**src/rtl/i2s_pkg.sv**
```systemverilog
`default_nettype none
// ============================================================================
// i2s_pkg : shared types and constants for the I2S receive path
// Rev 1.0
// ============================================================================
package i2s_pkg;

    localparam int   DEFAULT_DATA_WIDTH = 24;
    localparam logic LRCLK_LEFT         = 1'b0;

    typedef enum logic [1:0] {
        SYNC_WAIT = 2'd0,
        LEFT      = 2'd1,
        RIGHT     = 2'd2
    } rx_state_t;

    typedef struct packed {
        logic [DEFAULT_DATA_WIDTH-1:0] left;
        logic [DEFAULT_DATA_WIDTH-1:0] right;
    } stereo_frame_t;

endpackage
`default_nettype wire

```
**src/rtl/i2s_rx_sample_fifo.sv**
```systemverilog
`default_nettype none
// ============================================================================
// sample_fifo : synchronous stereo-frame FIFO, count-based full/empty
// Rev 1.0
// ============================================================================
module sample_fifo
    import i2s_pkg::*;
#(
    parameter int  DEPTH   = 4,
    parameter type frame_t = stereo_frame_t
) (
    input  logic   clk,
    input  logic   rst_n,
    input  logic   push,
    input  frame_t push_data,
    input  logic   pop,
    output logic   full,
    output logic   empty,
    output frame_t head
);

    localparam int PTR_W = $clog2(DEPTH);
    localparam int CNT_W = $clog2(DEPTH + 1);

    frame_t             r_mem [DEPTH];
    logic [PTR_W-1:0]   r_wr_ptr;
    logic [PTR_W-1:0]   r_rd_ptr;
    logic [CNT_W-1:0]   r_count;
    logic               w_pop;
    logic               w_push;

    assign full   = (r_count == CNT_W'(DEPTH));
    assign empty  = (r_count == '0);
    assign w_pop  = pop && !empty;
    // A pop in the same cycle frees the slot a push into a full FIFO needs
    assign w_push = push && (!full || w_pop);
    assign head   = empty ? '0 : r_mem[r_rd_ptr];

    always_ff @(posedge clk) begin
        if (w_push) begin
            r_mem[r_wr_ptr] <= push_data;
        end
    end

    always_ff @(posedge clk) begin
        if (!rst_n) begin
            r_wr_ptr <= '0;
            r_rd_ptr <= '0;
            r_count  <= '0;
        end else begin
            if (w_push) begin
                r_wr_ptr <= r_wr_ptr + 1'b1;
            end
            if (w_pop) begin
                r_rd_ptr <= r_rd_ptr + 1'b1;
            end
            case ({w_push, w_pop})
                2'b10:   r_count <= r_count + 1'b1;
                2'b01:   r_count <= r_count - 1'b1;
                default: r_count <= r_count;
            endcase
        end
    end

endmodule
`default_nettype wire

```
**src/rtl/i2s_rx.sv**
```systemverilog
`default_nettype none
// ============================================================================
// i2s_rx : I2S deserializer delivering stereo frames through a small FIFO
// Rev 1.0
// ============================================================================
module i2s_rx
    import i2s_pkg::*;
#(
    parameter int DATA_WIDTH  = DEFAULT_DATA_WIDTH,
    parameter int FIFO_DEPTH  = 4,
    parameter int SYNC_STAGES = 2
) (
    input  logic                  CLK,
    input  logic                  RESET,
    input  logic                  SCLK,
    input  logic                  LRCLK,
    input  logic                  Din,
    output logic [DATA_WIDTH-1:0] left_data,
    output logic [DATA_WIDTH-1:0] right_data,
    output logic                  sample_valid,
    input  logic                  sample_ready,
    output logic                  overflow,
    input  logic                  clear_overflow,
    output logic [15:0]           frame_count
);

    localparam int IDX_W = $clog2(DATA_WIDTH + 1);

    typedef struct packed {
        logic [DATA_WIDTH-1:0] left;
        logic [DATA_WIDTH-1:0] right;
    } frame_t;

    logic [SYNC_STAGES-1:0] r_sclk_sync;
    logic [SYNC_STAGES-1:0] r_lr_sync;
    logic [SYNC_STAGES-1:0] r_din_sync;
    logic                   r_sclk_prev;
    logic                   r_rise;
    logic                   r_lr_smp;
    logic                   r_din_smp;

    rx_state_t              r_state;
    logic [DATA_WIDTH-1:0]  r_shift;
    logic [IDX_W-1:0]       r_idx;
    logic [DATA_WIDTH-1:0]  r_left_hold;
    logic                   r_lr_prev;
    logic                   r_push;
    frame_t                 r_push_frame;
    logic                   r_overflow;
    logic [15:0]            r_frame_count;

    logic [DATA_WIDTH-1:0]  w_word;
    logic [IDX_W-1:0]       w_idx_next;
    logic                   w_lr_fall;
    logic                   w_lr_rise;
    logic                   w_full;
    logic                   w_empty;
    logic                   w_pop;
    logic                   w_drop;
    frame_t                 w_head;

    // The rise pulse is registered together with the LRCLK/Din samples it qualifies
    always_ff @(posedge CLK) begin
        if (!RESET) begin
            r_sclk_sync <= '0;
            r_lr_sync   <= '0;
            r_din_sync  <= '0;
            r_sclk_prev <= 1'b0;
            r_rise      <= 1'b0;
            r_lr_smp    <= 1'b0;
            r_din_smp   <= 1'b0;
        end else begin
            r_sclk_sync <= {r_sclk_sync[SYNC_STAGES-2:0], SCLK};
            r_lr_sync   <= {r_lr_sync[SYNC_STAGES-2:0], LRCLK};
            r_din_sync  <= {r_din_sync[SYNC_STAGES-2:0], Din};
            r_sclk_prev <= r_sclk_sync[SYNC_STAGES-1];
            r_rise      <= r_sclk_sync[SYNC_STAGES-1] & ~r_sclk_prev;
            r_lr_smp    <= r_lr_sync[SYNC_STAGES-1];
            r_din_smp   <= r_din_sync[SYNC_STAGES-1];
        end
    end

    assign w_lr_fall  = (r_lr_prev != LRCLK_LEFT) && (r_lr_smp == LRCLK_LEFT);
    assign w_lr_rise  = (r_lr_prev == LRCLK_LEFT) && (r_lr_smp != LRCLK_LEFT);
    assign w_idx_next = (r_idx == IDX_W'(DATA_WIDTH)) ? r_idx : r_idx + 1'b1;

    // Bits past DATA_WIDTH match no position and fall away
    always_comb begin
        w_word = r_shift;
        for (int i = 0; i < DATA_WIDTH; i++) begin
            if (r_idx == IDX_W'(DATA_WIDTH - 1 - i)) begin
                w_word[i] = r_din_smp;
            end
        end
    end

    always_ff @(posedge CLK) begin
        if (!RESET) begin
            r_state      <= SYNC_WAIT;
            r_shift      <= '0;
            r_idx        <= '0;
            r_left_hold  <= '0;
            r_lr_prev    <= LRCLK_LEFT;
            r_push       <= 1'b0;
            r_push_frame <= '0;
        end else begin
            r_push <= 1'b0;
            if (r_rise) begin
                r_lr_prev <= r_lr_smp;
                case (r_state)
                    SYNC_WAIT: begin
                        if (w_lr_fall) begin
                            r_shift <= '0;
                            r_idx   <= '0;
                            r_state <= LEFT;
                        end
                    end
                    LEFT: begin
                        if (w_lr_rise) begin
                            r_left_hold <= w_word;
                            r_shift     <= '0;
                            r_idx       <= '0;
                            r_state     <= RIGHT;
                        end else begin
                            r_shift <= w_word;
                            r_idx   <= w_idx_next;
                        end
                    end
                    RIGHT: begin
                        if (w_lr_fall) begin
                            r_push             <= 1'b1;
                            r_push_frame.left  <= r_left_hold;
                            r_push_frame.right <= w_word;
                            r_shift            <= '0;
                            r_idx              <= '0;
                            r_state            <= LEFT;
                        end else begin
                            r_shift <= w_word;
                            r_idx   <= w_idx_next;
                        end
                    end
                    default: r_state <= SYNC_WAIT;
                endcase
            end
        end
    end

    sample_fifo #(
        .DEPTH   (FIFO_DEPTH),
        .frame_t (frame_t)
    ) u_fifo (
        .clk       (CLK),
        .rst_n     (RESET),
        .push      (r_push),
        .push_data (r_push_frame),
        .pop       (w_pop),
        .full      (w_full),
        .empty     (w_empty),
        .head      (w_head)
    );

    assign w_pop  = !w_empty && sample_ready;
    assign w_drop = r_push && w_full && !w_pop;

    always_ff @(posedge CLK) begin
        if (!RESET) begin
            r_overflow    <= 1'b0;
            r_frame_count <= '0;
        end else begin
            if (w_drop) begin
                r_overflow <= 1'b1;
            end else if (clear_overflow) begin
                r_overflow <= 1'b0;
            end
            if (r_push && !w_drop) begin
                r_frame_count <= r_frame_count + 16'd1;
            end
        end
    end

    assign left_data    = w_head.left;
    assign right_data   = w_head.right;
    assign sample_valid = !w_empty;
    assign overflow     = r_overflow;
    assign frame_count  = r_frame_count;

endmodule
`default_nettype wire

```
**config.mk**
```make
export PLATFORM = sky130hd
export DESIGN_NAME = i2s_rx
export DESIGN_NICKNAME = d
export VERILOG_FILES = /design/src/rtl/i2s_pkg.sv /design/src/rtl/i2s_rx_sample_fifo.sv /design/src/rtl/i2s_rx.sv
export SDC_FILE = /design/constraint.sdc
export NUM_CORES = 1
export LEC_CHECK = 0
export ABC_AREA = 1
export BUFFER_PORTS_ARGS = -buffer_cell sky130_fd_sc_hd__buf_4
export CELL_PAD_IN_SITES_DETAIL_PLACEMENT = 1
export CELL_PAD_IN_SITES_GLOBAL_PLACEMENT = 2
export CORE_UTILIZATION = 30
export CTS_CLUSTER_SIZE = 25
export DETAILED_ROUTE_END_ITERATION = 10
export PLACE_DENSITY_LB_ADDON = 0.1
export SYNTH_ARGS = -nofsm -noshare
export SYNTH_HDL_FRONTEND = slang
export SYNTH_SLANG_ARGS = --single-unit
```
**constraint.sdc**
```tcl
create_clock -name CLK -period 3.8 [get_ports CLK]
set_input_delay 0.76 -clock CLK [delete_from_list [all_inputs] [get_ports CLK]]
set_output_delay 0.76 -clock CLK [all_outputs]
set_load 0.03 [all_outputs]
```
After elaboration in Yosys (flattened, before gate mapping)
Memories as Yosys holds them, arrays and structs flattened. A register that Yosys moved wholly into a read port is not among the register bits.
Index checks and enable logic that the tools add are counted.
{ "op_classes": {"addsub": 6, "n_mux": 45, "n_reduce_logical": 25, "n_bitwise": 4, "eq_ne": 32} }
{ "ops": {"columns": ["cell", "count"], "rows": [
  ["2-to-1 mux 24 bit", 3],
  ["case mux 24 bit (3 select lines)", 1],
  ["2-to-1 mux 48 bit", 1],
  ["== test 5 bit (second input constant)", 9],
  ["== test 5 x 4 -> 1 bit (second input constant)", 8],
  ["2-to-1 mux 1 bit", 29],
  ["== test 5 x 3 -> 1 bit (second input constant)", 4],
  ["2-to-1 mux 5 bit", 4],
  ["adder 16 x 1 -> 16 bit (second input constant)", 1],
  ["case mux 5 bit (3 select lines)", 1],
  ["AND reduction 3 bit", 5],
  ["== test 5 x 2 -> 1 bit (second input constant)", 2],
  ["logical AND 1 bit", 8],
  ["2-to-1 mux 2 bit", 4],
  ["case mux 3 bit (2 select lines)", 1],
  ["adder 5 x 1 -> 5 bit (second input constant)", 1],
  ["== test 5 x 1 -> 1 bit (second input constant)", 1],
  ["zero test 5 bit", 1],
  ["adder 2 x 1 -> 2 bit (second input constant)", 2],
  ["== test 2 x 1 -> 1 bit (second input constant)", 2],
  ["== test 2 bit (second input constant)", 2],
  ["zero test 1 bit", 4],
  ["!= test 2 bit (second input constant)", 2],
  ["case mux 2 bit (2 select lines)", 1],
  ["12 further kinds", 15]
]} }
{ "word_totals": {"elab_cells": 133, "register_bits": 139, "mem_bits_rw": 192, "output_inout_bits": 66, "n_memories": 1} }
{ "mem_list": {"columns": ["name", "depth", "width", "read_ports", "rd_clocked_by_memory_dff", "wr", "line_no", "text"], "rows": [
  ["u_fifo.r_mem", 4, 48, 1, 1, 1, "i2s_rx_sample_fifo.sv:25", "frame_t r_mem [DEPTH];"]
]} }

Logic depth before layout (Yosys ltp)
Gate-level depths: netlist of run 1.
{ "depth": {"depth_word": 8, "ltp_mapped": 12, "ltp_nobuf": 11} }

Hierarchy
A second synthesis of run 1 with hierarchy kept.
{ "unflattened": {"hier_cells": 1435, "hier_area_um2": 13513.0} }
{ "modules_own_cells": {"columns": ["mod", "area_each_um2", "seq_area_each_um2", "cells_per_inst", "instances"], "rows": [
  ["sample_fifo", 7927.6, 5945.7, 640, 1],
  ["i2s_rx", 5585.4, 2642.5, 795, 1]
]} }

Worst setup path after synthesis of run 1
OpenSTA, ideal clock, no wires.
{ "synth_path": {"path_kind": "in2reg", "from": "input sample_ready", "to": "memory u_fifo.r_mem[0][0] in the netlist's numbering, enable pin", "arrival_ns": 3.318, "setup_time_ns": 0.454, "setup_slack_ns": 0.028, "cell_stages": 6, "path_cell_list": "inv_1 > nand3_1 > nand2_1 > buf_4 > buf_4 > nor2_1"} }
{ "synth_between": {"elab_chain_len": 6} }
{ "synth_lines": {"columns": ["item", "line_no", "text"], "rows": [
  ["start, declared", "i2s_rx.sv:21", "input logic sample_ready,"],
  ["logical AND 1 bit", "i2s_rx.sv:162", "assign w_pop = !w_empty && sample_ready;"],
  ["logical AND 1 bit", "i2s_rx_sample_fifo.sv:34", "assign w_pop = pop && !empty;"],
  ["logical OR 1 bit", "i2s_rx_sample_fifo.sv:36", "assign w_push = push && (!full || w_pop);"],
  ["logical AND 1 bit", "i2s_rx_sample_fifo.sv:36", null],
  ["2-to-1 mux 1 bit", "i2s_rx_sample_fifo.sv:40", "if (w_push) begin"],
  ["2-to-1 mux 1 bit (not written as such)", "i2s_rx_sample_fifo.sv:41", "r_mem[r_wr_ptr] <= push_data;"],
  ["end, declared", "i2s_rx_sample_fifo.sv:25", null]
]} }
Every way passes these cells.

Worst setup path after layout of run 1
{ "layout_path": {"from": "register u_fifo.r_count[0]", "to": "output left_data[17]"} }
{ "layout_between": {"elab_chain_len": 2} }
{ "layout_lines": {"columns": ["item", "line_no", "text"], "rows": [
  ["start, declared", "i2s_rx_sample_fifo.sv:28", "logic [CNT_W-1:0] r_count;"],
  ["start signal, assigned", "i2s_rx_sample_fifo.sv:58", "2'b10: r_count <= r_count + 1'b1;"],
  ["start signal, assigned", "i2s_rx_sample_fifo.sv:59", "2'b01: r_count <= r_count - 1'b1;"],
  ["start signal, assigned", "i2s_rx_sample_fifo.sv:60", "default: r_count <= r_count;"],
  ["zero test 3 bit", "i2s_rx_sample_fifo.sv:33", "assign empty = (r_count == '0);"],
  ["2-to-1 mux 48 bit", "i2s_rx_sample_fifo.sv:37", "assign head = empty ? '0 : r_mem[r_rd_ptr];"],
  ["end, declared", "i2s_rx.sv:18", "output logic [DATA_WIDTH-1:0] left_data,"]
]} }
Every way passes these cells.

==> summary.md, run 1 <==
| Metric | Value |
|---|---|
| Outcome | finished clean |
| Fillers | ~5000 |
| Net Sw Frac | 25.3% |
| # setup viols final | 0 |
| Final HPWL DP | approximately 22000 µm |
| Setup Fix Bufs, Post-CTS | 0 |
| Max FO, Critical Path | 15 |
| CTS tree | built |
| Die area | 0.0455 mm² |
| DIE WIDTH | approximately 210 µm |
| CP Class | reg2out |
| Critical Path Source Type | register |
| Layout cell share with drive strength beyond 1 | a little under an eighth |
| Layout Nets | 1474 |
| Initial drt markers | 361 |
| Setup TNS | 0 ns |
| Hold_buf cts | 0 |
| Crit share post-route | a little over four fifths |
| Psw | 0.00209 W |
| Seq pwr share | between 40% and 50% |
| CP Capture Type | output port |
| GRT Overall Usage | 16.2% |
| Synthesis warning total | 0 |
| TritonRoute pass-1 iters | 4 |
| Syn avg cell area | between 9 and 10 µm² |
| F_max | between 0.3 and 0.4 GHz |
| Leakage | ~6.1 nW |
| Antenna violations before repair | 0 |
| Root buffer cell | clkbuf_16 |
| Combinational Power Share | 9.5% |
| Via density per instance | 4.54 |
| I/O Pins | 73 |
| Grt total ovfl | 0 |
| Finished Core Util | 35.9% |
| First-pass GRT wire length | approximately 56000 µm |
| Pint | ~0.0062 W |
| N_diodes | 0 |
| Clock Latency Late Sink | between 0.5 and 0.6 ns |
| Buffers on Ports | 72 |
| Worst EP arrival | 2.42 ns |
| Resized cells post-CTS | 0 |
| Vias in the first global route | roughly 9500 |
| Global route hottest layer | met2 |
| Total power per unit cell area | between 500 and 600 mW/mm² |
| Worst-path clk slew | around 0.060 ns |
| Routed WL per cell | around 17 µm |
| Type of the most critical hold path | in2reg |
| Largest net degree at the start of global routing | 75 |
| Synth Register Bits | approximately 330 |
| CORE AREA | 0.0441 mm² |
| Final hold vios | 0 |
| Cells after Synth | between 1000 and 1500 |
| Area growth syn-to-layout | 18.4% |
| Sequential cell area fraction in the yosys report | around 64% |
| Max Clock Skew | 0.0248 ns |
| Reg area | 0.00859 mm² |
| Slew of the pin with the lowest slew margin | approximately 0.99 ns |
| Worst Path Required | 3.04 ns |
| Worst slack at placement | roughly 1.1 ns |
| Grt met3 use | ~3% |
| Met2 usage | between 20% and 30% |
| Rows | 77 |
| Fin worst setup slack | a little over 0.6 ns |
| Rel. slew slack | roughly a third |
| Die Height | about 210 µm |
| DRC Markers | 0 |
| Met1 usage | approximately 22% |
| Clk pwr share | between 40 and 50% |
| RePlAce Congestion | between 0.6 and 0.7 |
| Synth cell types | 34 |
| Final WL | between 30000 and 40000 µm |
| Mapped Nets | between 1000 and 1500 |
| Synth Cell Area | about 0.013 mm² |
| Number of cells on the worst hold path | 3 |
| DR vias | between 9000 and 10000 |
| Minimum clock period | around 3.2 ns |
| Post-route ant nets | 0 |
| RSZ-0062 raised after global routing | false |
| Clk buf depth | 3 |
| Final Max Slew Viols | 0 |
| Worst-case reg-to-reg path depth | 9 |
| Starting Density | a little under a third |
| TritonCTS Buffers | 40 |
| Clk sinks | 333 |
| Max Cap Viol | 0 |
| Footprint of the multi-input gates | a little over 0.004 mm² |
| Worst vdd ir | 295 µV |
| CTS H-tree lvls | 2 |
==> path summary, 6_finish.rpt <==
check	from	endpoint	slack [ns]
hold reg to reg	r_sclk_prev	r_rise	0.39
setup / recovery	u_fifo.r_count[0]	left_data[17]	0.62
hold / removal	LRCLK	r_lr_sync[0]	0.39
setup reg to reg	u_fifo.r_count[0]	u_fifo.r_count[2]	1.38
==> power groups by stage <==
stage | combinational, W | clock (W) | sequential, W
2_1_floorplan | 0.000501 | 0 | 0.00387
3_3_place_gp | 0.000801 | 0 | 0.00388
3_5_place_dp | 0.000809 | 0 | 0.00388
4_1_cts | 0.000810 | 0.00379 | 0.00380
5_1_grt | 0.000871 | 0.00392 | 0.00380
6_report | 0.000782 | 0.00366 | 0.00380
==> critical path, cell delays in order, from the launching register on <==
cell,delay (ns)
dfxtp_1,0.36
nor3_4,0.83
buf_4,0.38
a21oi_1,0.09
buf_4,0.18
==> layout by cell type (no fill, tap or decap), types with 20 or more instances in the layout <==
master,n
o21a_1,20
a21oi_1,123
buf_4,92
inv_1,106
clkbuf_16,42
dfxtp_1,139
edfxtp_1,192
nor2_1,272
nand2_1,206
o21ai_0,168
==> layer usage <==
metal | part of all wire, % | up-vias
met5 | 0 | -
met4 | 1.7 | 0
met3 | 3.6 | 40
met2 | 46 | 115
met1 | 48 | 4535
li1 | - | 4726
==> synth_stat cells (all sizes together) <==
library cell,count,area (µm²)
a21oi,123,616
a31oi,2,12.5
buf,31,194
clkbuf,44,165
clkinv,1,3.75
dfxtp,141,2820
edfxtp,192,5770
fa,1,20.0
ha,16,200
inv,112,420
nand2,208,791
nand3,13,70.1
nand4,3,18.8
nor2,282,1110
nor3,3,25.0
nor3b,2,15.0
o211ai,4,30.0
o21a,20,150
o21ai,186,938
o22ai,1,6.26
xnor2,2,17.5
==> cells by family after synthesis <==
| kind of cell | after synthesis | share of synthesized area, % |
|---|---|---|
| fa+ha+maj | 17 | 1.64 |
| flops | 333 | 64.1 |
| compound gates | 336 | 13.1 |
| simple gates | 511 | 15.2 |
| buf+inv | 188 | 5.85 |
| xor+xnor | 2 | 0.131 |
==> final cells by class <==
type / count / share of cell area (%)
Tap cell: 592 / 4.67
Clock buffer: 53 / 6.95
Multi-Input combinational cell: 866 / 25.6
Inverter: 113 / 2.68
Sequential cell: 333 / 54.2
Clock inverter: 21 / 1.05
Timing Repair Buffer: 96 / 4.86
==> per-stage QoR <==
stage	power, W	cell area [µm²]	hold slack, ns	cells
global route	0.00859	15900	0.370	2074
detailed placement	0.00469	14600	0.386	2000
CTS	0.00840	15900	0.358	2074
global placement	0.00468	14600	0.375	2000
finish	0.00824	15900	0.390	2074
floorplan	0.00437	13400	0.368	1387
==> flip-flops by register name (all words and copies together) (netlist names), 3 cells and up, named ones only <==
signal	flops
u_fifo.r_mem	192
r_idx	5
frame_count	16
u_fifo.r_count	3
r_left_hold	24
r_shift	24
r_push_frame	48
No activity file was read; power rests on OpenSTA's default activity.
==> run 2, diff against run 1 <==
==> constraint.sdc (replaced) <==
create_clock -name CLK -period 3.2 [get_ports CLK]
set_input_delay 0.64 -clock CLK [delete_from_list [all_inputs] [get_ports CLK]]
set_output_delay 0.64 -clock CLK [all_outputs]
set_load 0.03 [all_outputs]
==> summary.md, run 2 (synthesized netlist as in run 1, its figures left out) <==
| Metric | Value |
|---|---|
| Outcome | finished clean |
| Worst r2r src | r_idx[0] |
| Largest stage delay, worst path | 0.66 ns (-0.17 ns) |
| CORE AREA | 0.0441 mm² (unchanged) |
| Worst-path clk slew | 0.06 ns (about the same) |
| Total Power | 0.00979 W (+19%) |
| Post-route ant nets | 0 (unchanged) |
| Critical path's slowest cell | dfxtp_2 |
| Layout Nets | 1476 (+0.14%) |
| Worst path top cell family by delay | flip-flops |
| Inst Count DP | 2002 (+0.10%) |
| TritonCTS Buffers | 40 (unchanged) |
| Clk buf depth | 3 (unchanged) |
| Hold path endpoint | r_lr_sync[0] |
| Leakage | 6.15 nW (+0.80%) |
| Worst slack at placement | 0.782 ns (-0.282 ns) |
| I/O Pins | 73 (unchanged) |
| Most common cell after layout, fill and taps aside | nor2_1 |
| WP buf/inv | 2 (unchanged) |
| Area growth syn-to-layout | 19.1% |
| RSZ-0062 raised after global routing | false |
| Buffers on Ports | 72 (unchanged) |
| GRT Overall Usage | 16.3% (about the same) |
| Starting Density | 30.4% (unchanged) |
| DIE WIDTH | 213 µm (unchanged) |
| Fin worst setup slack | 0.269 ns (-0.354 ns) |
| Antenna violations before repair | 0 (unchanged) |
| Layout cell share with drive strength beyond 1 | 12.3% (+0.52 points) |
| Critical Path Source Type | register |
| Max Cap Viol | 0 (unchanged) |
| Minimum clock period | a little under 3 ns |
| DRC Markers | 0 (unchanged) |
| Setup Fix Bufs, Post-CTS | 0 (unchanged) |
| Final Max Slew Viols | 0 (unchanged) |
| CP Class | reg2out |
| Hold path start | LRCLK |
| Final hold vios | 0 (unchanged) |
| Largest register FFs | 192 (unchanged) |
| Rows | 77 (unchanged) |
| TritonRoute pass-1 iters | 4 (unchanged) |
| WL met2 | 16900 µm (+0.98%) |
| N_diodes | 0 (unchanged) |
| Max Clock Skew | 0.0205 ns (-0.00427 ns) |
| Clk sinks | 333 (unchanged) |
| Worst vdd ir | 312 µV (+5.5%) |
| Top sig layer | met4 |
| CTS H-tree lvls | 2 (unchanged) |
| Routed WL per cell | 17.4 µm (+0.40%) |
| Crit share post-route | between 90% and 100% |
| Vias in the first global route | 9613 (+0.81%) |
| Fillers | 5026 (-0.20%) |
| Rel. slew slack | 53.3% (+19 points) |
| Resized cells post-CTS | 0 (unchanged) |
| Largest net degree at the start of global routing | 75 (unchanged) |
| Met3 WL | 1150 µm (-10%) |
| Max FO, Critical Path | 22 (+7) |
| R2r setup slk | 1.14 ns (-0.24 ns) |
| Regs by FF count | u_fifo.r_mem (192), r_push_frame (48) |
| Die area | 0.0455 mm² (unchanged) |
| Worst Path Required | 2.56 ns (-0.48 ns) |
| Grt total ovfl | 0 (unchanged) |
| Number of cells on the worst hold path | 3 (unchanged) |
| Commonest non-fill, non-tap cells in the layout | nor2_1 (272), nand2_1 (206), edfxtp_1 (192), o21ai_0 (168), dfxtp_1 (139) |
| Worst-case reg-to-reg path depth | 8 (-1) |
| Slew of the pin with the lowest slew margin | 0.701 ns (-0.287 ns) |
| M1 WL | 17500 µm (+1.2%) |
| Total power per unit cell area | 614 mW/mm² (+18%) |
| First-pass GRT wire length | 56000 µm (about the same) |
| Root buffer cell | clkbuf_16 |
| Final HPWL DP | 22300 µm (+3.5%) |
| CTS tree | built |
| Largest reg by FF count | u_fifo.r_mem |
| Critical R2R Capture | r_shift[9] |
| CP Capture Type | output port |
| Final WL | 36100 µm (+0.50%) |
| Hold_buf cts | 0 (unchanged) |
| Post-route insts no fill | 2076 (+0.096%) |
| DR vias | 9444 (+0.30%) |
| RePlAce Congestion | 0.703 (+0.90%) |
| Clock Latency Late Sink | 0.56 ns (about the same) |
| Finished Core Util | 36.2% (+0.23 points) |
| WHS | 0.279 ns (-0.111 ns) |
| Initial drt markers | 364 (+0.83%) |
| Via density per instance | 4.55 (+0.20%) |
| Die Height | 213 µm (unchanged) |
| F_max | 0.341 GHz |
| Type of the most critical hold path | in2reg |
| # setup viols final | 0 (unchanged) |
| Critical Path, Cell by Cell | buf_4 > nor2_1 > nor2_1 > o21ai_0 > a21oi_1 > buf_4 |
| Worst EP arrival | 2.29 ns (-0.13 ns) |
## run 2: cell types whose count changed in the layout (fill, tap and decap cells not counted), moves of 6 or more
cell	previous run	this run
buf_12	4	12
clkinv_1	11	4
clkinv_2	4	11
buf_4	92	86
## run 2: report_power, final
part	switching, W	total [W]	internal, W	leakage [nW]
clock	0.00178	0.00435	0.00257	0.618
combinational	0.000630	0.000914	0.000284	2.38
sequential	0.0000308	0.00453	0.00450	3.14
## run 2: worst register-to-register path, delay by kind of cell, from the launching register on
| family | cells | cell delay (ns) |
|---|---|---|
| simple gates | 3 | 0.52 |
| compound gates | 2 | 0.71 |
| fa+ha+maj | 1 | 0.23 |
| buf+inv | 2 | 0.18 |
| flops | 1 | 0.35 |
## run 2: cell type report
class	instances	area, µm²	area share [%]
Clock buffer	54	1090	6.86
Clock inverter	20	159	0.996
Inverter	113	424	2.66
Multi-Input combinational cell	866	4060	25.4
Sequential cell	333	8590	53.9
Tap cell	592	741	4.64
Timing Repair Buffer	98	886	5.55
## run 2: layer usage
metal | track usage [%] | up-vias
met1 | 22.0 | 4573
met4 | 3.84 | 0
met2 | 26.7 | 97
li1 | - | 4732
met5 | 0 | -
met3 | 3.09 | 42
## run 2: per-stage QoR
step	cell area (µm²)	setup TNS [ns]
floorplan	13400	-86.80
global placement	14700	0
detailed placement	14700	0
CTS	16000	0
global route	16000	0
finish	16000	0
## run 2: how the worst max path moves through the flow
| stage | end | cells past startpoint | from |
|---|---|---|---|
| floorplan | u_fifo.r_mem[0][0] | 6 | sample_ready |
| global placement | u_fifo.r_count[2] | 11 | sample_ready |
| detailed placement | left_data[20] | 6 | register |
| CTS | left_data[20] | 6 | register |
| global route | left_data[20] | 6 | register |
| finish | left_data[20] | 6 | register |
